===== src/rtl/ext_pipe.sv =====
// ext_pipe: two-stage immediate extender with valid/ready handshakes on both sides.
// Optional macro EXT_UPPER_EN enables the upper-immediate mode (ExtSel 3'b011).
module ext_pipe #(
  parameter int IN_W   = 16,
  parameter int OUT_W  = 32,
  parameter int SA_LSB = 6,
  parameter int SA_W   = 5
) (
  input  logic             CLK,
  input  logic             Reset,
  input  logic             in_valid,
  output logic             in_ready,
  input  logic [IN_W-1:0]  i_num,
  input  logic [2:0]       ExtSel,
  output logic             out_valid,
  input  logic             out_ready,
  output logic [OUT_W-1:0] o_num,
  output logic [2:0]       o_sel,
  output logic             ill_sel
);

  localparam logic [2:0] SEL_SA     = 3'b000;
  localparam logic [2:0] SEL_ZEXT   = 3'b001;
  localparam logic [2:0] SEL_SEXT   = 3'b010;
  localparam logic [2:0] SEL_UPPER  = 3'b011;
  localparam logic [2:0] SEL_BRANCH = 3'b100;

  function automatic logic [OUT_W-1:0] f_sext(input logic [IN_W-1:0] v);
    logic [OUT_W-1:0] r;
    r = {OUT_W{v[IN_W-1]}};
    r[IN_W-1:0] = v;
    return r;
  endfunction

  function automatic logic [OUT_W-1:0] f_zext(input logic [IN_W-1:0] v);
    logic [OUT_W-1:0] r;
    r = '0;
    r[IN_W-1:0] = v;
    return r;
  endfunction

  function automatic logic [OUT_W-1:0] f_sa(input logic [SA_W-1:0] v);
    logic [OUT_W-1:0] r;
    r = '0;
    r[SA_W-1:0] = v;
    return r;
  endfunction

`ifdef EXT_UPPER_EN
  function automatic logic [OUT_W-1:0] f_upper(input logic [IN_W-1:0] v);
    logic [OUT_W-1:0] r;
    r = '0;
    r[OUT_W-1 -: IN_W] = v;
    return r;
  endfunction
`endif

  function automatic logic f_illegal(input logic [2:0] sel);
    logic r;
    case (sel)
      SEL_SA, SEL_ZEXT, SEL_SEXT, SEL_BRANCH: r = 1'b0;
`ifdef EXT_UPPER_EN
      SEL_UPPER: r = 1'b0;
`endif
      default: r = 1'b1;
    endcase
    return r;
  endfunction

  logic             r_s1_valid;
  logic [IN_W-1:0]  r_s1_num;
  logic [2:0]       r_s1_sel;
  logic             r_out_valid;
  logic [OUT_W-1:0] r_o_num;
  logic [2:0]       r_o_sel;
  logic             r_ill_sel;

  logic             w_s2_adv;
  logic             w_accept;
  logic [OUT_W-1:0] w_ext;

  // S2 may load whenever it is empty or its current result is being taken.
  assign w_s2_adv  = !r_out_valid || out_ready;
  assign in_ready  = !Reset && (!r_s1_valid || w_s2_adv);
  assign w_accept  = in_valid && in_ready;

  assign out_valid = r_out_valid;
  assign o_num     = r_o_num;
  assign o_sel     = r_o_sel;
  assign ill_sel   = r_ill_sel;

  // Mode function applied to the operand waiting in S1.
  always_comb begin
    w_ext = f_sext(r_s1_num);
    case (r_s1_sel)
      SEL_SA:     w_ext = f_sa(r_s1_num[SA_LSB +: SA_W]);
      SEL_ZEXT:   w_ext = f_zext(r_s1_num);
      SEL_SEXT:   w_ext = f_sext(r_s1_num);
`ifdef EXT_UPPER_EN
      SEL_UPPER:  w_ext = f_upper(r_s1_num);
`endif
      SEL_BRANCH: w_ext = f_sext(r_s1_num) << 2'd2;
      default:    w_ext = f_sext(r_s1_num);
    endcase
  end

  // S1: capture on accept, empty once its operand moves into S2.
  always_ff @(posedge CLK) begin
    if (Reset) begin
      r_s1_valid <= 1'b0;
      r_s1_num   <= '0;
      r_s1_sel   <= 3'b000;
    end else if (w_accept) begin
      r_s1_valid <= 1'b1;
      r_s1_num   <= i_num;
      r_s1_sel   <= ExtSel;
    end else if (w_s2_adv) begin
      r_s1_valid <= 1'b0;
    end
  end

  // S2: output register, held stable while stalled.
  always_ff @(posedge CLK) begin
    if (Reset) begin
      r_out_valid <= 1'b0;
      r_o_num     <= '0;
      r_o_sel     <= 3'b000;
    end else if (w_s2_adv) begin
      r_out_valid <= r_s1_valid;
      if (r_s1_valid) begin
        r_o_num <= w_ext;
        r_o_sel <= r_s1_sel;
      end
    end
  end

  // Sticky flag for any accepted undefined selector.
  always_ff @(posedge CLK) begin
    if (Reset) begin
      r_ill_sel <= 1'b0;
    end else if (w_accept && f_illegal(ExtSel)) begin
      r_ill_sel <= 1'b1;
    end
  end

endmodule

===== config.mk =====
export PLATFORM = sky130hd
export DESIGN_NAME = ext_pipe
export DESIGN_NICKNAME = d
export VERILOG_FILES = /design/src/rtl/ext_pipe.sv
export SDC_FILE = /design/constraint.sdc
export NUM_CORES = 1
export LEC_CHECK = 0
export BUFFER_PORTS_ARGS = -buffer_cell sky130_fd_sc_hd__buf_4
export CORE_MARGIN = 2
export CORE_UTILIZATION = 35
export CTS_CLUSTER_SIZE = 40
export DETAILED_ROUTE_END_ITERATION = 6
export PLACE_DENSITY = 0.56
export SYNTH_ARGS = -nofsm -noshare
export SYNTH_HDL_FRONTEND = slang
export SYNTH_SLANG_ARGS = --single-unit

===== constraint.sdc =====
create_clock -name CLK -period 1.1 [get_ports CLK]
set_input_delay 0.22 -clock CLK [delete_from_list [all_inputs] [get_ports CLK]]
set_output_delay 0.22 -clock CLK [all_outputs]
set_load 0.005 [all_outputs]

==> results of run 1 <==
## power by group
group	switching [uW]	leakage, uW	total [uW]	internal (uW)
Sequential	101	0.000357	1760	1660
Combinational	391	0.000965	953	562
Clock	493	0.0000371	916	423
## cell usage after synthesis, drive strengths merged
cell	n	share of area (%)
dfxtp	43	38
buf	31	11
a21oi	24	5.3
nor2b	24	6.7
mux2	19	13
a211oi	14	7.5
a31oi	8	2.2
o21a	8	2.7
o21ai	8	1.8
nand3	6	1.3
a311oi	3	2.0
inv	3	0.50
nand2	3	0.50
o211ai	3	1.0
o22ai	3	0.83
clkbuf	2	0.33
nand3b	2	1.2
nor2	2	1.0
nor4b	2	1.3
a21o	1	0.39
a221oi	1	0.67
a32oi	1	0.39
nand2b	1	0.28
o2111ai	1	0.39
or2	1	0.28
## through the flow
stage / hold slack [ps] / total power [uW]
2_1_floorplan: 342 / 2250
3_3_place_gp: 448 / 2530
3_5_place_dp: 450 / 2540
4_1_cts: 139 / 3530
5_1_grt: 133 / 3810
6_report: 147 / 3630
## cell families (layout without fill, tap and decap cells)
logic type             Yosys count  in the layout  synth area share, %
AO/OA/AOI/OAI                   75             75                 25.2
multiplexers                    19             19                 12.6
buffers and inverters           36            102                 11.4
flip-flops                      43             43                 38.2
AND/OR/NAND/NOR                 41             41                 12.6
## flip-flops by register name, indices dropped and copies added, names as in the netlist
signal and count:
r_s1_valid 1, ill_sel 1, o_num 18, r_s1_sel 3, r_s1_num 16, o_sel 3, out_valid 1
## worst max-delay path, delay by kind of cell, from the launching register on
family / cells / cell delay, ps
simple gates: 2 / 310
buf+inv: 1 / 170
mux: 1 / 300
flops: 1 / 340
## final timing paths
kind | from | end | slack [ps] | depth (start not counted)
max | out_valid | r_s1_num[13] | -140 | 4
min | i_num[10] | r_s1_num[10] | 150 | 2
max reg2reg | out_valid | r_s1_num[13] | -140 | 4
min reg2reg | o_sel[1] | o_sel[1] | 480 | 2
## what timing repair did
action / in CTS / in global routing
endpoints found under the hold margin: 0 / 0
setup endpoints to repair: 57 / 57
cloned: 1 / 4
resized for setup: 21 / 45
pin swaps: 6 / 20
setup buffers: 2 / 5
## placed cells by master, fill, tap and decap left out, drive strengths merged, types with 8 or more instances in the layout
cell    Yosys  layout
a211oi     14      14
o21a        8       8
a21oi      24      24
dfxtp      43      43
buf        31      89
nor2b      24      24
a31oi       8       8
clkbuf      2      10
o21ai       8       8
mux2       19      19
## area by class of cell
cell class / count / area (um2) / share of cell area (%)
Multi-Input combinational cell: 135 / 1290 / 38.9
Timing Repair Buffer: 93 / 966 / 29.2
Inverter: 3 / 11.3 / 0.340
Clock buffer: 6 / 72.6 / 2.19
Sequential cell: 43 / 876 / 26.5
Tap cell: 77 / 96.3 / 2.91
## metal layers
metal  global-route usage, %  up-vias
met2                    19.9       50
met3                    3.93        6
met5                       0        -
met4                    3.96        0
li1                        -      894
met1                    20.5      846
==> summary.md, run 1 <==
| Metric | Value |
|---|---|
| Status | finished, violations left |
| Violated checks | negative setup slack |
| Routed vias/inst | 5.03 |
| Dpl cells | 340 |
| Congestion Overflow GR | 0 |
| Die area | 7100 um2 |
| Syn nets | 237 |
| Final ANT Viol Nets | 0 |
| Aggregate global-route resource usage | 14.0% |
| Iter 0 DRT Violations | 83 |
| Worst Setup Slack post-DPL | -213 ps |
| Diode count | 0 |
| Final setup violation count | 45 |
| Worst-path cell chain | nand3b_1 > nand3b_4 > buf_12 > mux2_4 |
| DRT Pass-1 Iters | 4 |
| DIE WIDTH | 84.3 um |
| H-Tree Depth | 2 |
| CTS Buf Count | 5 |
| Port bufs | 60 |
| CTS max path bufs | 2 |
| Kind of critical path | reg -> reg |
| Final hold vios | 0 |
| Ports | 61 |
| Largest stage delay, worst path | 340 ps |
| Slowest CP cell | dfxtp_2 |
| Clk Latency, worst-skew pair | 290 ps |
| Post-synthesis area per instance | 10.5 um2 |
| Routed WL per cell | 14.9 um |
| Die Y | 84.3 um |
| Core Area | 6280 um2 |
| Startpoint Class | register |
| Total number of vias | 1,796 |
| Worst vdd ir | 0.446 mV |
| Layout cells sized above 1 | 60.4% |
| Clock transition at the registers of the reported paths | 70 ps |
| Crit Path Max Fanout | 14 |
| Met3 routed WL | 274 um |
| Largest net degree at the start of global routing | 46 |
| Clock Root Buffer | clkbuf_8 |
| Static Leak | 0.00136 uW |
| Req. time, crit path | 1290 ps |
| Fmax | 0.809 GHz |
| Final period demand of the worst path | 1240 ps |
| Nets | 304 |
| Max cap viols | 0 |
| Cells after Synth | 214 |
| Global placer's final weighted congestion | 0.773 |
| Vias in the first global route | 1,543 |
| Power per standard cell area | 1100 nW/um2 |
| Clock sink count | 43 |
| Final worst slack | -137 ps |
| Post-layout util | 52.7% |
| WL final | 5.31 mm |
| Seq/Total Area, Yosys | 38.2% |
| # rows | 29 |
| CTS tree | yes |
| Clock skew | 2.67 ps |
| Final-layout fill cell count | 562 |
| Non-Filler Instances | 357 |
| DRC viols | 0 |
| Final Cycle Share | 112% |
| Slew headroom | 84.1% |
| Mapped cell area | 2260 um2 |
| Routed wl met2 | 2.49 mm |
| Top routing layer used | met4 |
| Synthesis Warnings | 0 |
| Initial antenna violation count | 0 |
| WP data arrival | 1420 ps |
| Initial Utilization | 35.9% |
| Worst slew pin tran | 238 ps |
| First-pass GRT wire length | 7.96 mm |
| Non-Filler Cell Area, Final | 3310 um2 |
| Crit path capture type | register |
| Hold bufs inserted after CTS | 0 |
| Synth cell types | 30 |
| Max Transition Viols Final | 0 |
| Unrepaired setup endpoints after global routing | true |
| DP HPWL | 3.54 mm |
| Met1 Routed Length | 2.50 mm |
| Synth-to-layout area growth | 46.7% |
| Setup TNS | -2820 ps |
| FF+latch count, synth | 43 |
| Hold Path Class | in -> reg |
| Placed Area | 2790 um2 |
No activity file was read; power rests on OpenSTA's default activity.
==> inputs of run 2 (changes only) <==
Settings changed: CORE_UTILIZATION 35 to 49, CTS_BUF_LIST set to sky130_fd_sc_hd__clkbuf_8, HOLD_SLACK_MARGIN set to 0.02, PLACE_DENSITY 0.56 to 0.75.
==> summary.md, run 2 (synthesized netlist as in run 1, its figures left out) <==
| Metric | Value |
|---|---|
| Final worst slack | -171 ps |
| Final hold vios | 0 |
| Slowest CP cell | dfxtp_2 |
| Clock skew | 4.50 ps |
| Violated checks | negative setup slack |
| Switching pwr | 1150 uW |
| Most common cell after layout, fill and taps aside | buf_4 |
| WL final | 6.76 mm |
| Port bufs | 60 |
| WHS | 132 ps |
| Max Transition Viols Final | 0 |
| Crit path capture type | register |
| First-pass GRT wire length | 9.76 mm |
| Combinational share of power | 24.0% |
| Worst slew pin tran | 284 ps |
| Worst Setup Slack post-DPL | -210 ps |
| Largest register FFs | 18 |
| Ports | 61 |
| WP data arrival | 1470 ps |
| Clk Latency, worst-skew pair | 310 ps |
| Clock transition at the registers of the reported paths | 80 ps |
| DP HPWL | 3.58 mm |
| # rows | 24 |
| DRT Pass-1 Iters | 4 |
| Commonest cells after routing, fill and taps aside | buf_4 (62), dfxtp_1 (37), buf_6 (25) |
| Clock sink count | 43 |
| Final Cycle Share | 116% |
| Final setup violation count | 58 |
| Diode count | 0 |
| Status | finished, violations left |
| CTS max path bufs | 2 |
| CTS Buf Count | 5 |
| Hold Path Class | in -> reg |
| Final period demand of the worst path | 1270 ps |
| Layout cells sized above 1 | 62.8% |
| Largest net degree at the start of global routing | 22 |
| Switching Share | 27.0% |
| Final ANT Viol Nets | 0 |
| Congestion Overflow GR | 0 |
| Crit Path Max Fanout | 10 |
| Unrepaired setup endpoints after global routing | true |
| Flop pwr share | 41.7% |
| Power per standard cell area | 1250 nW/um2 |
| Nets | 310 |
| Synth-to-layout area growth | 51.9% |
| Internal | 3130 uW |
| Initial antenna violation count | 0 |
| Global placer's final weighted congestion | 0.817 |
| CTS tree | yes |
| Clk pwr share | 34.3% |
| Max cap viols | 0 |
| Non-Filler Cell Area, Final | 3430 um2 |
| Aggregate global-route resource usage | 24.5% |
| Largest stage delay, worst path | 360 ps |
| Vias in the first global route | 1,876 |
| Core Area | 4380 um2 |
| H-Tree Depth | 2 |
| Iter 0 DRT Violations | 247 |
| Die area | 5160 um2 |
| Clock Root Buffer | clkbuf_8 |
| Slew headroom | 81.0% |
| Placed Area | 2770 um2 |
| Die Y | 71.9 um |
| Routed vias/inst | 5.82 |
| Worst vdd ir | 1.03 mV |
| Startpoint Class | register |
| Routed WL per cell | 19.9 um |
| Worst-path cell chain | nand3b_1 > nand3b_4 > buf_12 > mux2_4 |
| Req. time, crit path | 1300 ps |
| Initial Utilization | 51.5% |
| DRC viols | 0 |
| DIE WIDTH | 71.9 um |
| Total number of vias | 1,980 |
| Static Leak | 0.00141 uW |
| Kind of critical path | reg -> reg |
| Fmax | 0.787 GHz |
## run 2: changes by cell type in the layout (fill, tap and decap cells not counted), moves of 2 or more
cell       before  now
a31oi_4         1    8
buf_12          7    5
buf_6          20   25
clkbuf_16       4    1
buf_8           2    4
a31oi_2         6    0
bufinv_16       0    2
buf_4          59   62
## run 2: stage by stage
stage / power, uW / setup TNS (ps) / cells / util, %
finish: 4280 / -5910 / 340 / 78.2
global route: 4410 / -7580 / 340 / 78.2
CTS: 4160 / -4100 / 335 / 74.6
detailed placement: 2540 / -5560 / 315 / 63.1
global placement: 2530 / -5070 / 315 / 63.1
floorplan: 2250 / -833 / 214 / -
## run 2: layout make-up
type | count | area, um2
Multi-Input combinational cell | 135 | 1380
Timing Repair Buffer | 99 | 965
Fill cell | 255 | 957
Sequential cell | 43 | 878
Clock buffer | 5 | 68.8
Tap cell | 52 | 65.1
Clock inverter | 3 | 63.8
Inverter | 3 | 11.3
## run 2: critical path, delay by kind of cell, from the launching register on
| family | cells | cell delay, ps |
|---|---|---|
| DFF | 1 | 360 |
| and+or+nand+nor | 2 | 340 |
| muxes | 1 | 300 |
| buffers and inverters | 1 | 160 |
## run 2: layer usage
metal  vias up  track usage, %  part of all wire, %
li1        905               -                    -
met1       962            30.3                   39
met2        97            43.1                   52
met4         0            6.71                  2.4
met5         -               0                    0
met3        16            4.92                  7.0
## run 2: repair_timing
item	in CTS	in global routing
buffers inserted	9	5
endpoints found under the setup margin	56	57
resized for setup	55	30
gates cloned	4	2
hold buffers	0	0
pin swaps	20	22
## run 2: path summary, 6_finish.rpt
kind / end / slack, ps / startpoint / depth (start not counted)
hold reg to reg: ill_sel / 490 / ill_sel / 2
setup / recovery: r_s1_num[15] / -170 / out_valid / 4
setup reg to reg: r_s1_num[15] / -170 / out_valid / 4
hold / removal: r_s1_num[1] / 130 / i_num[1] / 2
## run 2: power groups by stage
| stage | Combinational [uW] | Clock (uW) | Sequential, uW |
|---|---|---|---|
| 4_1_cts | 929 | 1450 | 1770 |
| 3_5_place_dp | 762 | 0 | 1780 |
| 5_1_grt | 1080 | 1530 | 1800 |
| 2_1_floorplan | 482 | 0 | 1770 |
| 6_report | 1030 | 1470 | 1790 |
| 3_3_place_gp | 746 | 0 | 1780 |
